[config.mk]
export PLATFORM = sky130hd
export DESIGN_NAME = maze_solver_ctrl
export DESIGN_NICKNAME = d
export VERILOG_FILES = /design/src/rtl/maze_pkg.sv /design/src/rtl/dir_stack.sv /design/src/rtl/maze_solver_ctrl.sv
export SDC_FILE = /design/constraint.sdc
export NUM_CORES = 1
export LEC_CHECK = 0
export BUFFER_PORTS_ARGS = -buffer_cell sky130_fd_sc_hd__clkbuf_2
export CORE_MARGIN = 8
export CORE_UTILIZATION = 39
export CTS_BUF_LIST = sky130_fd_sc_hd__clkbuf_2 sky130_fd_sc_hd__clkbuf_4 sky130_fd_sc_hd__clkbuf_8
export DETAILED_ROUTE_END_ITERATION = 6
export PLACE_DENSITY_LB_ADDON = 0.3
export SLEW_MARGIN = 30
export SYNTH_ARGS = -nofsm -noshare
export SYNTH_HDL_FRONTEND = slang
export SYNTH_SLANG_ARGS = --single-unit
[constraint.sdc]
create_clock -name clk -period 9.7 [get_ports clk]
set_clock_uncertainty 0.05 [all_clocks]
set_input_delay 1.94 -clock clk [delete_from_list [all_inputs] [get_ports clk]]
set_output_delay 1.94 -clock clk [all_outputs]
set_load 0.05 [all_outputs]
[src/rtl/maze_pkg.sv]
// Shared constants, types and neighbour helpers for the 16x16 maze solver.
package maze_pkg;

    localparam int unsigned MAZE_DIM    = 16;
    localparam int unsigned COORD_W     = 4;
    localparam int unsigned DIR_W       = 2;
    localparam int unsigned STACK_DEPTH = MAZE_DIM * MAZE_DIM;
    localparam int unsigned SP_W        = 9;
    localparam int unsigned IDX_W       = 8;

    localparam logic [DIR_W-1:0] DIR_RIGHT = 2'd0;
    localparam logic [DIR_W-1:0] DIR_DOWN  = 2'd1;
    localparam logic [DIR_W-1:0] DIR_LEFT  = 2'd2;
    localparam logic [DIR_W-1:0] DIR_UP    = 2'd3;

    localparam logic [COORD_W-1:0] MAX_COORD = COORD_W'(MAZE_DIM - 1);
    localparam logic [COORD_W-1:0] START_X   = 4'd0;
    localparam logic [COORD_W-1:0] START_Y   = 4'd0;
    localparam logic [COORD_W-1:0] TARGET_X  = 4'd15;
    localparam logic [COORD_W-1:0] TARGET_Y  = 4'd15;

    typedef enum logic [2:0] {
        ST_IDLE,
        ST_MARK,
        ST_CHECK,
        ST_WAIT,
        ST_POP,
        ST_REPLAY,
        ST_DONE,
        ST_FAIL
    } state_t;

    typedef struct packed {
        logic [COORD_W-1:0] x;
        logic [COORD_W-1:0] y;
    } coord_t;

    typedef struct packed {
        logic   valid;
        coord_t pos;
    } step_t;

    localparam coord_t START_POS  = {START_X, START_Y};
    localparam coord_t TARGET_POS = {TARGET_X, TARGET_Y};

    // Neighbour of c in direction d; valid is low when the move leaves the grid.
    function automatic step_t step_toward(input coord_t c, input logic [DIR_W-1:0] d);
        step_t s;
        s.valid = 1'b1;
        s.pos   = c;
        case (d)
            DIR_RIGHT: begin
                s.valid = (c.x != MAX_COORD);
                s.pos.x = c.x + 4'd1;
            end
            DIR_DOWN: begin
                s.valid = (c.y != MAX_COORD);
                s.pos.y = c.y + 4'd1;
            end
            DIR_LEFT: begin
                s.valid = (c.x != 4'd0);
                s.pos.x = c.x - 4'd1;
            end
            default: begin
                s.valid = (c.y != 4'd0);
                s.pos.y = c.y - 4'd1;
            end
        endcase
        return s;
    endfunction

    // Undo a recorded move d: step from c opposite to d.
    function automatic coord_t step_back(input coord_t c, input logic [DIR_W-1:0] d);
        coord_t p;
        p = c;
        case (d)
            DIR_RIGHT: p.x = c.x - 4'd1;
            DIR_DOWN:  p.y = c.y - 4'd1;
            DIR_LEFT:  p.x = c.x + 4'd1;
            default:   p.y = c.y + 4'd1;
        endcase
        return p;
    endfunction

endpackage

[src/rtl/dir_stack.sv]
// 256x2-bit move-history LIFO with a combinational top and an indexed replay read port.
module dir_stack
    import maze_pkg::*;
(
    input  logic             clk,
    input  logic             rst,
    input  logic             clear,
    input  logic             push,
    input  logic             pop,
    input  logic [DIR_W-1:0] push_dir,
    output logic [DIR_W-1:0] top_dir,
    output logic [SP_W-1:0]  sp,
    input  logic [IDX_W-1:0] rd_idx,
    output logic [DIR_W-1:0] rd_dir
);

    logic [DIR_W-1:0] entries [STACK_DEPTH];
    logic [IDX_W-1:0] top_idx;

    // Each cell is pushed at most once, so sp stays below STACK_DEPTH.
    always_ff @(posedge clk or posedge rst) begin
        if (rst) begin
            sp <= '0;
        end else if (clear) begin
            sp <= '0;
        end else if (push) begin
            sp <= sp + SP_W'(1);
        end else if (pop && (sp != '0)) begin
            sp <= sp - SP_W'(1);
        end
    end

    always_ff @(posedge clk) begin
        if (push) begin
            entries[sp[IDX_W-1:0]] <= push_dir;
        end
    end

    assign top_idx = IDX_W'(sp - SP_W'(1));
    assign top_dir = entries[top_idx];
    assign rd_dir  = entries[rd_idx];

endmodule

[src/rtl/maze_solver_ctrl.sv]
// Depth-first maze search controller: marks visited cells, backtracks via the
// direction stack, and replays the found path one move per cycle.
module maze_solver_ctrl
    import maze_pkg::*;
(
    input  logic               clk,
    input  logic               rst,
    input  logic               start,
    output logic               mem_rd,
    output logic               mem_wr,
    output logic [COORD_W-1:0] mem_x,
    output logic [COORD_W-1:0] mem_y,
    output logic               mem_din,
    input  logic               mem_dout,
    output logic               busy,
    output logic               done,
    output logic               fail,
    output logic               path_valid,
    output logic [DIR_W-1:0]   path_dir
);

    state_t           state_q, state_d;
    coord_t           cur_q, cur_d;
    logic [DIR_W-1:0] dir_q, dir_d;
    logic [IDX_W-1:0] idx_q, idx_d;

    logic             stk_push, stk_pop, stk_clear;
    logic [DIR_W-1:0] top_dir, rd_dir;
    logic [SP_W-1:0]  sp;

    step_t            nbr, nxt_nbr;
    coord_t           back;

    logic             rd_d, wr_d, busy_d, done_d, fail_d, pv_d;
    coord_t           addr_d;
    logic [DIR_W-1:0] pd_d;

    dir_stack u_stack (
        .clk      (clk),
        .rst      (rst),
        .clear    (stk_clear),
        .push     (stk_push),
        .pop      (stk_pop),
        .push_dir (dir_q),
        .top_dir  (top_dir),
        .sp       (sp),
        .rd_idx   (idx_d),
        .rd_dir   (rd_dir)
    );

    assign nbr  = step_toward(cur_q, dir_q);
    assign back = step_back(cur_q, top_dir);

    // Next-state and search datapath.
    always_comb begin
        state_d   = state_q;
        cur_d     = cur_q;
        dir_d     = dir_q;
        idx_d     = idx_q;
        stk_push  = 1'b0;
        stk_pop   = 1'b0;
        stk_clear = 1'b0;
        case (state_q)
            ST_IDLE, ST_DONE, ST_FAIL: begin
                if (start) begin
                    state_d   = ST_MARK;
                    cur_d     = START_POS;
                    dir_d     = DIR_RIGHT;
                    stk_clear = 1'b1;
                end
            end
            ST_MARK: begin
                if (cur_q == TARGET_POS) begin
                    idx_d   = '0;
                    state_d = (sp == '0) ? ST_DONE : ST_REPLAY;
                end else begin
                    dir_d   = DIR_RIGHT;
                    state_d = ST_CHECK;
                end
            end
            ST_CHECK: begin
                if (nbr.valid) begin
                    state_d = ST_WAIT;
                end else if (dir_q == DIR_UP) begin
                    state_d = ST_POP;
                end else begin
                    dir_d = dir_q + 2'd1;
                end
            end
            ST_WAIT: begin
                if (!mem_dout) begin
                    stk_push = 1'b1;
                    cur_d    = nbr.pos;
                    state_d  = ST_MARK;
                end else if (dir_q == DIR_UP) begin
                    state_d = ST_POP;
                end else begin
                    dir_d   = dir_q + 2'd1;
                    state_d = ST_CHECK;
                end
            end
            ST_POP: begin
                if (sp == '0) begin
                    state_d = ST_FAIL;
                end else begin
                    stk_pop = 1'b1;
                    cur_d   = back;
                    // A parent whose last tried move was UP has no directions left.
                    if (top_dir != DIR_UP) begin
                        dir_d   = top_dir + 2'd1;
                        state_d = ST_CHECK;
                    end
                end
            end
            ST_REPLAY: begin
                if ((SP_W'(idx_q) + SP_W'(1)) >= sp) begin
                    state_d = ST_DONE;
                end else begin
                    idx_d = idx_q + IDX_W'(1);
                end
            end
            default: begin
                state_d = ST_IDLE;
            end
        endcase
    end

    assign nxt_nbr = step_toward(cur_d, dir_d);

    // Outputs for the upcoming state, registered alongside it.
    always_comb begin
        rd_d   = 1'b0;
        wr_d   = 1'b0;
        addr_d = '0;
        pv_d   = 1'b0;
        pd_d   = '0;
        busy_d = 1'b1;
        done_d = 1'b0;
        fail_d = 1'b0;
        case (state_d)
            ST_IDLE: busy_d = 1'b0;
            ST_DONE: begin
                busy_d = 1'b0;
                done_d = 1'b1;
            end
            ST_FAIL: begin
                busy_d = 1'b0;
                fail_d = 1'b1;
            end
            ST_MARK: begin
                wr_d   = 1'b1;
                addr_d = cur_d;
            end
            ST_CHECK: begin
                if (nxt_nbr.valid) begin
                    rd_d   = 1'b1;
                    addr_d = nxt_nbr.pos;
                end
            end
            ST_REPLAY: begin
                pv_d = 1'b1;
                pd_d = rd_dir;
            end
            default: ;
        endcase
    end

    always_ff @(posedge clk or posedge rst) begin
        if (rst) begin
            state_q    <= ST_IDLE;
            cur_q      <= START_POS;
            dir_q      <= DIR_RIGHT;
            idx_q      <= '0;
            mem_rd     <= 1'b0;
            mem_wr     <= 1'b0;
            mem_x      <= '0;
            mem_y      <= '0;
            mem_din    <= 1'b0;
            busy       <= 1'b0;
            done       <= 1'b0;
            fail       <= 1'b0;
            path_valid <= 1'b0;
            path_dir   <= '0;
        end else begin
            state_q    <= state_d;
            cur_q      <= cur_d;
            dir_q      <= dir_d;
            idx_q      <= idx_d;
            mem_rd     <= rd_d;
            mem_wr     <= wr_d;
            mem_x      <= addr_d.x;
            mem_y      <= addr_d.y;
            mem_din    <= 1'b1;
            busy       <= busy_d;
            done       <= done_d;
            fail       <= fail_d;
            path_valid <= pv_d;
            path_dir   <= pd_d;
        end
    end

endmodule

Word level (Yosys, flattened, before mapping):

Memories as Yosys holds them, arrays and structs flattened.
Index checks and enable logic that the tools add are counted.

* bits in latches: 0
* memories: 1
* input port bits: 4
* register bits after elaboration: 47
* output and inout bits: 17
* ROM bits: 0
* memory bits (writable): 512

* reduce and logical (&&, ||, !) cells: 18
* muxes and demuxes: 55
* shifts and indexed selects: 0
* magnitude comparators: 1
* div/mod/pow operators: 0
* bitwise gates (word level): 0
* $add $sub $neg: 14
* $mul: 0
* eq/ne operators: 25

Memories
* u_stack.entries: depth 256, width 2, rd ports 2, clocked after Yosys merged registers in 0, write ports 1, RTL line dir_stack.sv:17 `logic [DIR_W-1:0] entries [STACK_DEPTH];`

Operators by type and width (count)
* two-way mux 8 bit: 6
* one-hot mux 4 bit (2 select lines): 6
* one-hot mux 8 bit (2 select lines): 2
* two-way mux 3 bit: 9
* two-way mux 9 bit: 3
* one-hot mux 8 bit (3 select lines): 1
* == test 3 bit (second input constant): 7
* two-way mux 2 bit: 9
* one-hot mux 3 bit (6 select lines): 1
* adder 4 x 1 -> 4 bit (second input constant): 4
* inequality test 4 bit (second input constant): 4
* nonzero test 4 bit: 4
* subtractor 4 x 1 -> 4 bit (second input constant): 4
* two-way mux 1 bit: 15
* one-hot mux 2 bit (5 select lines): 1
* adder 8 x 1 -> 9 bit (second input constant): 1
* adder 9 x 1 -> 9 bit (second input constant): 1
* == test 3 x 2 -> 1 bit (second input constant): 3
* >= comparator 9 bit: 1
* zero test 9 bit: 1
* nonzero test 9 bit: 1
* subtractor 9 x 1 -> 9 bit (second input constant): 1
* adder 8 x 1 -> 8 bit (second input constant): 1
* == test 2 bit (second input constant): 4
* other kinds (12): 23

Longest topological paths before layout:

An unclocked memory read counts as a cell.

* depth after elaboration: 11
* mapped depth: 30

Hierarchy:

From an unflattened synthesis, not the netlist that was laid out.

* cells, all modules: 1888
* area total of the unflattened synthesis: 28884.0 um^2

By module, submodules not included
* dir_stack: times used 1, sequential area each 15600.0 um^2, area each 25663.4 um^2, cells each 1512
* maze_solver_ctrl: times used 1, sequential area each 950.9 um^2, area each 3220.6 um^2, cells each 376

Worst setup path before layout:

No wires, ideal clock.

* path kind: register to register
* start point: register u_stack.sp[0]
* end point: register mem_x[2]
* library setup time: 0.076 ns
* clock period less this slack: 8.050 ns
* arrival time: 7.924 ns
* cell stages (with the launch flop): 30
* path buffers: 10
* slack: 1.650 ns
* cells stage by stage: dfrtp_1 buf_6 buf_2 buf_2 buf_1 inv_1 ha_1 buf_2 buf_1 buf_2 buf_1 buf_1 mux4_2 mux4_2 mux4_2 mux4_2 ha_1 nor2_1 o21a_1 nor3_1 a21oi_1 a21boi_2 clkbuf_1 nor2_1 xor2_1 ha_1 or3_1 a21o_1 or3_1 o21ai_1

RTL lines
* start: declaration: RTL line dir_stack.sv:12 `output logic [SP_W-1:0] sp,`
* start signal: assignment: RTL line dir_stack.sv:27 `sp <= sp + SP_W'(1);`
* start signal: assignment: RTL line dir_stack.sv:29 `sp <= sp - SP_W'(1);`
* end signal: assignment: RTL line maze_solver_ctrl.sv:191 `mem_x <= addr_d.x;`
* end: declaration: RTL line maze_solver_ctrl.sv:11 `output logic [COORD_W-1:0] mem_x,`

==> impl_metrics.tcl <==
set metrics [dict create \
    end_kind "register" \
    grt_overflow 0 \
    dpl_cell_area_mm2 0.0312 \
    worstPathMaxFanout 52 \
    outcome "finished, final reports clean" \
    wl_per_cell_um 29.6 \
    layout_min_cycle_time_ns 7.46 \
    max_cap_violations 0 \
    ys_types 87 \
    tightestPinTransition_ns 1.14 \
    drive_gt1_frac 0.169 \
    hold_path_class "reg2reg" \
    synth-compound-area-share 0.112 \
    htree_levels 3 \
    tns_ns 0 \
    antenna_left 0 \
    io_pins 21 \
    port_buffers 20 \
    critPathLaunchType "register" \
    cp.arrival_ns 8.04 \
    power_density_mw_per_mm2 339 \
    cts_made_buffers 98 \
    dr.pass1.iters 6 \
    track_usage 0.243 \
    grt_start_max_net_pins 201 \
    wirelength_um 108000 \
    drc 0 \
    finalHoldViolations 0 \
    synth_mux_area_frac 0.133 \
    numClockSinks 559 \
    yosys_warnings 0 \
    finalSetupViolCount 0 \
    die_w_um 293 \
    rsz0062_at_grt "no" \
    maxSlewViolCount 0 \
    post-route-period-util 0.769 \
    dr_total_vias 24000 \
    fmax_mhz 134 \
    fillers 6991 \
    synth_edf_count 512 \
    reg2reg_from "u_stack.sp[0]" \
    worstReg2RegEnd "mem_x[2]" \
    dieArea_mm2 0.0860 \
    synth_xor_xnor_area_share 0.00555 \
    slew_headroom 0.235 \
    cp.required_ns 10.29 \
    start_util 0.394 \
    postSynthCellCount 2558 \
    synth_top_family_by_area "simple AND/OR/NAND/NOR gates" \
    p_leak_nw 11.2 \
    die_y_um 293 \
    min_delay_path_depth 3 \
    ir_worst_vdd_uv 234 \
    syn_nets 2589 \
    synth-simple-area-share 0.153 \
    yosysSeqAreaShare 0.552 \
    avgSynthCellArea_um2 11.7 \
    clk_pin_slew_ns 0.08 \
    final_nets 2565 \
    grt_pass1_vias 23400 \
    grt_pass1_wl_um 157000 \
    core_mm2 0.0761 \
    cts_root_buf "clkbuf_8" \
    ys_ff_latch 559 \
    antenna_found_initial 3 \
    worstHoldStart "u_stack.sp[8]" \
    post-cts-setup-buffers 0 \
    cts_tree "done" \
    post_cts_resized 0 \
    viasPerCell 6.58 \
    hpwl_um 68000 \
    gp_congestion 0.995 \
    reg2reg_setup_slack_ns 2.24 \
    syn_to_final_growth_pct 11.1 \
    synthFlopType "edfxtp_1" \
    hold_buffers 0 \
    holdPathEnd "u_stack.sp[8]" \
    stdcell_area_mm2 0.0333 \
    num_rows 101 \
    synthArstFlopShare 0.0841 \
    drt_iter0_drc 3823 \
    clk_path_buf_depth 3 \
    crit_type "reg2reg" \
    synth_adder_area_share 0.0113 \
    synthesis.area_mm2 0.0300 \
    r2r_cells 20 \
    clk_latency_ns 0.75 \
]
==> logic make-up (layout without fill, tap and decap cells) <==
group           Yosys count  after routing
other cells               1              5
buf+inv                 243            296
simple gates           1038           1038
xor+xnor                 19             19
flops                   559            559
mux                     211            211
compound gates          460            460
fa+ha+maj                27             27
==> placed cells by master (no fill, tap or decap), types with 7 or more instances in the layout <==
cell	synthesis	layout
a21oi_1	46	45
nor2_1	337	331
a221oi_1	7	7
inv_1	38	35
a32oi_1	31	31
dfrtp_1	47	44
buf_4	3	48
and3_1	86	86
a211oi_1	83	83
clkbuf_8	0	103
nand2b_1	7	7
a31oi_1	43	42
clkinv_1	3	19
a311oi_1	60	60
nor4_1	10	10
o21a_1	10	10
a21o_1	10	10
nor3_1	24	24
o21ai_0	54	54
xnor2_1	14	12
clkbuf_4	0	33
mux4_2	149	149
nand3_1	108	104
clkinv_2	0	13
nand4_1	15	15
o211ai_1	12	12
clkbuf_2	0	20
a2111oi_0	12	11
mux2i_1	57	57
o31ai_1	8	8
edfxtp_1	512	512
nor2b_1	11	11
o22ai_1	19	19
ha_1	27	26
nand2_1	391	391
==> through the flow <==
| step | setup slack, ns | std cells | power, mW | utilization | hold WS, ns |
|---|---|---|---|---|---|
| floorplan | 1.65 | 2558 | 7.11 | - | 0.517 |
| global placement | 2.30 | 3462 | 8.79 | 0.410 | 0.599 |
| detailed placement | 2.33 | 3464 | 8.86 | 0.410 | 0.622 |
| CTS | 2.31 | 3641 | 11.2 | 0.437 | 0.634 |
| global route | 1.95 | 3642 | 11.7 | 0.438 | 0.708 |
| finish | 2.24 | 3645 | 11.3 | 0.438 | 0.655 |
==> area by class of cell <==
| class | instances | area [µm²] | area share |
|---|---|---|---|
| tap | 1030 | 1290 | 0.0387 |
| multi-input combinational | 1756 | 12600 | 0.378 |
| timing repair buffer | 76 | 636 | 0.0191 |
| sequential | 559 | 16600 | 0.497 |
| clock buffer | 136 | 1670 | 0.0500 |
| inverter | 43 | 168 | 0.00504 |
| antenna | 4 | 10.0 | 0.000301 |
| clock inverter | 41 | 388 | 0.0117 |
==> worst max-delay path: stages (launching register included) <==
cell and delay [ns]:
dfrtp_4 0.67, inv_1 0.18, ha_4 0.84, buf_4 0.52, mux4_2 0.38, mux4_2 0.54, mux4_2 0.53, mux4_2 0.59
ha_1 0.28, nor2_1 0.21, o21a_1 0.14, nor3_1 0.05, a21oi_1 0.25, a21boi_2 0.60, nor2_1 0.13, xor2_1 0.17
ha_1 0.20, or3_1 0.37, a21o_1 0.20, or3_1 0.33, o21ai_1 0.08
==> cell usage after synthesis, drive strengths merged (6+ instances only) <==
cell / instances / area [µm²]
a2111oi: 13 / 120
a211oi: 84 / 636
a21o: 10 / 75.1
a21oi: 46 / 230
a221oi: 7 / 61.3
a22oi: 7 / 52.6
a311oi: 60 / 526
a31oi: 43 / 269
a32oi: 31 / 272
and2: 9 / 61.3
and3: 87 / 549
buf: 69 / 327
clkbuf: 131 / 492
dfrtp: 47 / 1180
edfxtp: 512 / 15400
ha: 27 / 338
inv: 40 / 150
mux2i: 57 / 571
mux4: 149 / 3360
nand2: 391 / 1470
nand2b: 7 / 43.8
nand3: 108 / 541
nand4: 15 / 93.8
nor2: 337 / 1260
nor2b: 11 / 68.8
nor3: 25 / 130
nor4: 11 / 75.1
o2111ai: 6 / 52.6
o211ai: 13 / 111
o21a: 10 / 75.1
o21ai: 59 / 295
o22ai: 19 / 119
o31ai: 9 / 72.6
or2: 8 / 50.1
or3: 6 / 37.5
xnor2: 14 / 123
==> registers in the layout, summed over array words and instances, names as in the netlist <==
register         flops
u_stack.entries    512
u_stack.sp           9
cur_q                8
idx_q                8
mem_x                4
mem_y                4
state_q              3
dir_q                2
path_dir             2
busy                 1
done                 1
fail                 1
mem_din              1
mem_rd               1
mem_wr               1
path_valid           1
==> routing by layer <==
metal  vias up  wire (µm)  GRT usage
li1       9834          -          -
met1     11900      39300      0.306
met2      1841      48800      0.378
met3       399      13600     0.0728
met4         0       6140      0.125
met5         -          0          0
==> where the power goes <==
part           leakage, nW  total (mW)  internal [mW]  switching, mW
combinational         4.81        5.82           2.07           3.75
clock                 1.08        2.30           1.28           1.02
sequential            5.31        3.18           2.99          0.188
==> how the worst max path moves through the flow <==
| stage | from | endpoint | slack [ns] | cells after the start |
|---|---|---|---|---|
| after global routing | u_stack.sp[0] | mem_x[2] | 1.95 | 23 |
| after CTS | u_stack.sp[0] | mem_x[2] | 2.31 | 20 |
| after global placement | u_stack.sp[0] | mem_x[2] | 2.30 | 20 |
| after detailed placement | u_stack.sp[0] | mem_x[2] | 2.33 | 20 |
| after floorplan | u_stack.sp[0] | mem_x[2] | 1.65 | 29 |
| final | u_stack.sp[0] | mem_x[2] | 2.24 | 20 |
(Power assumes the default switching activity.)
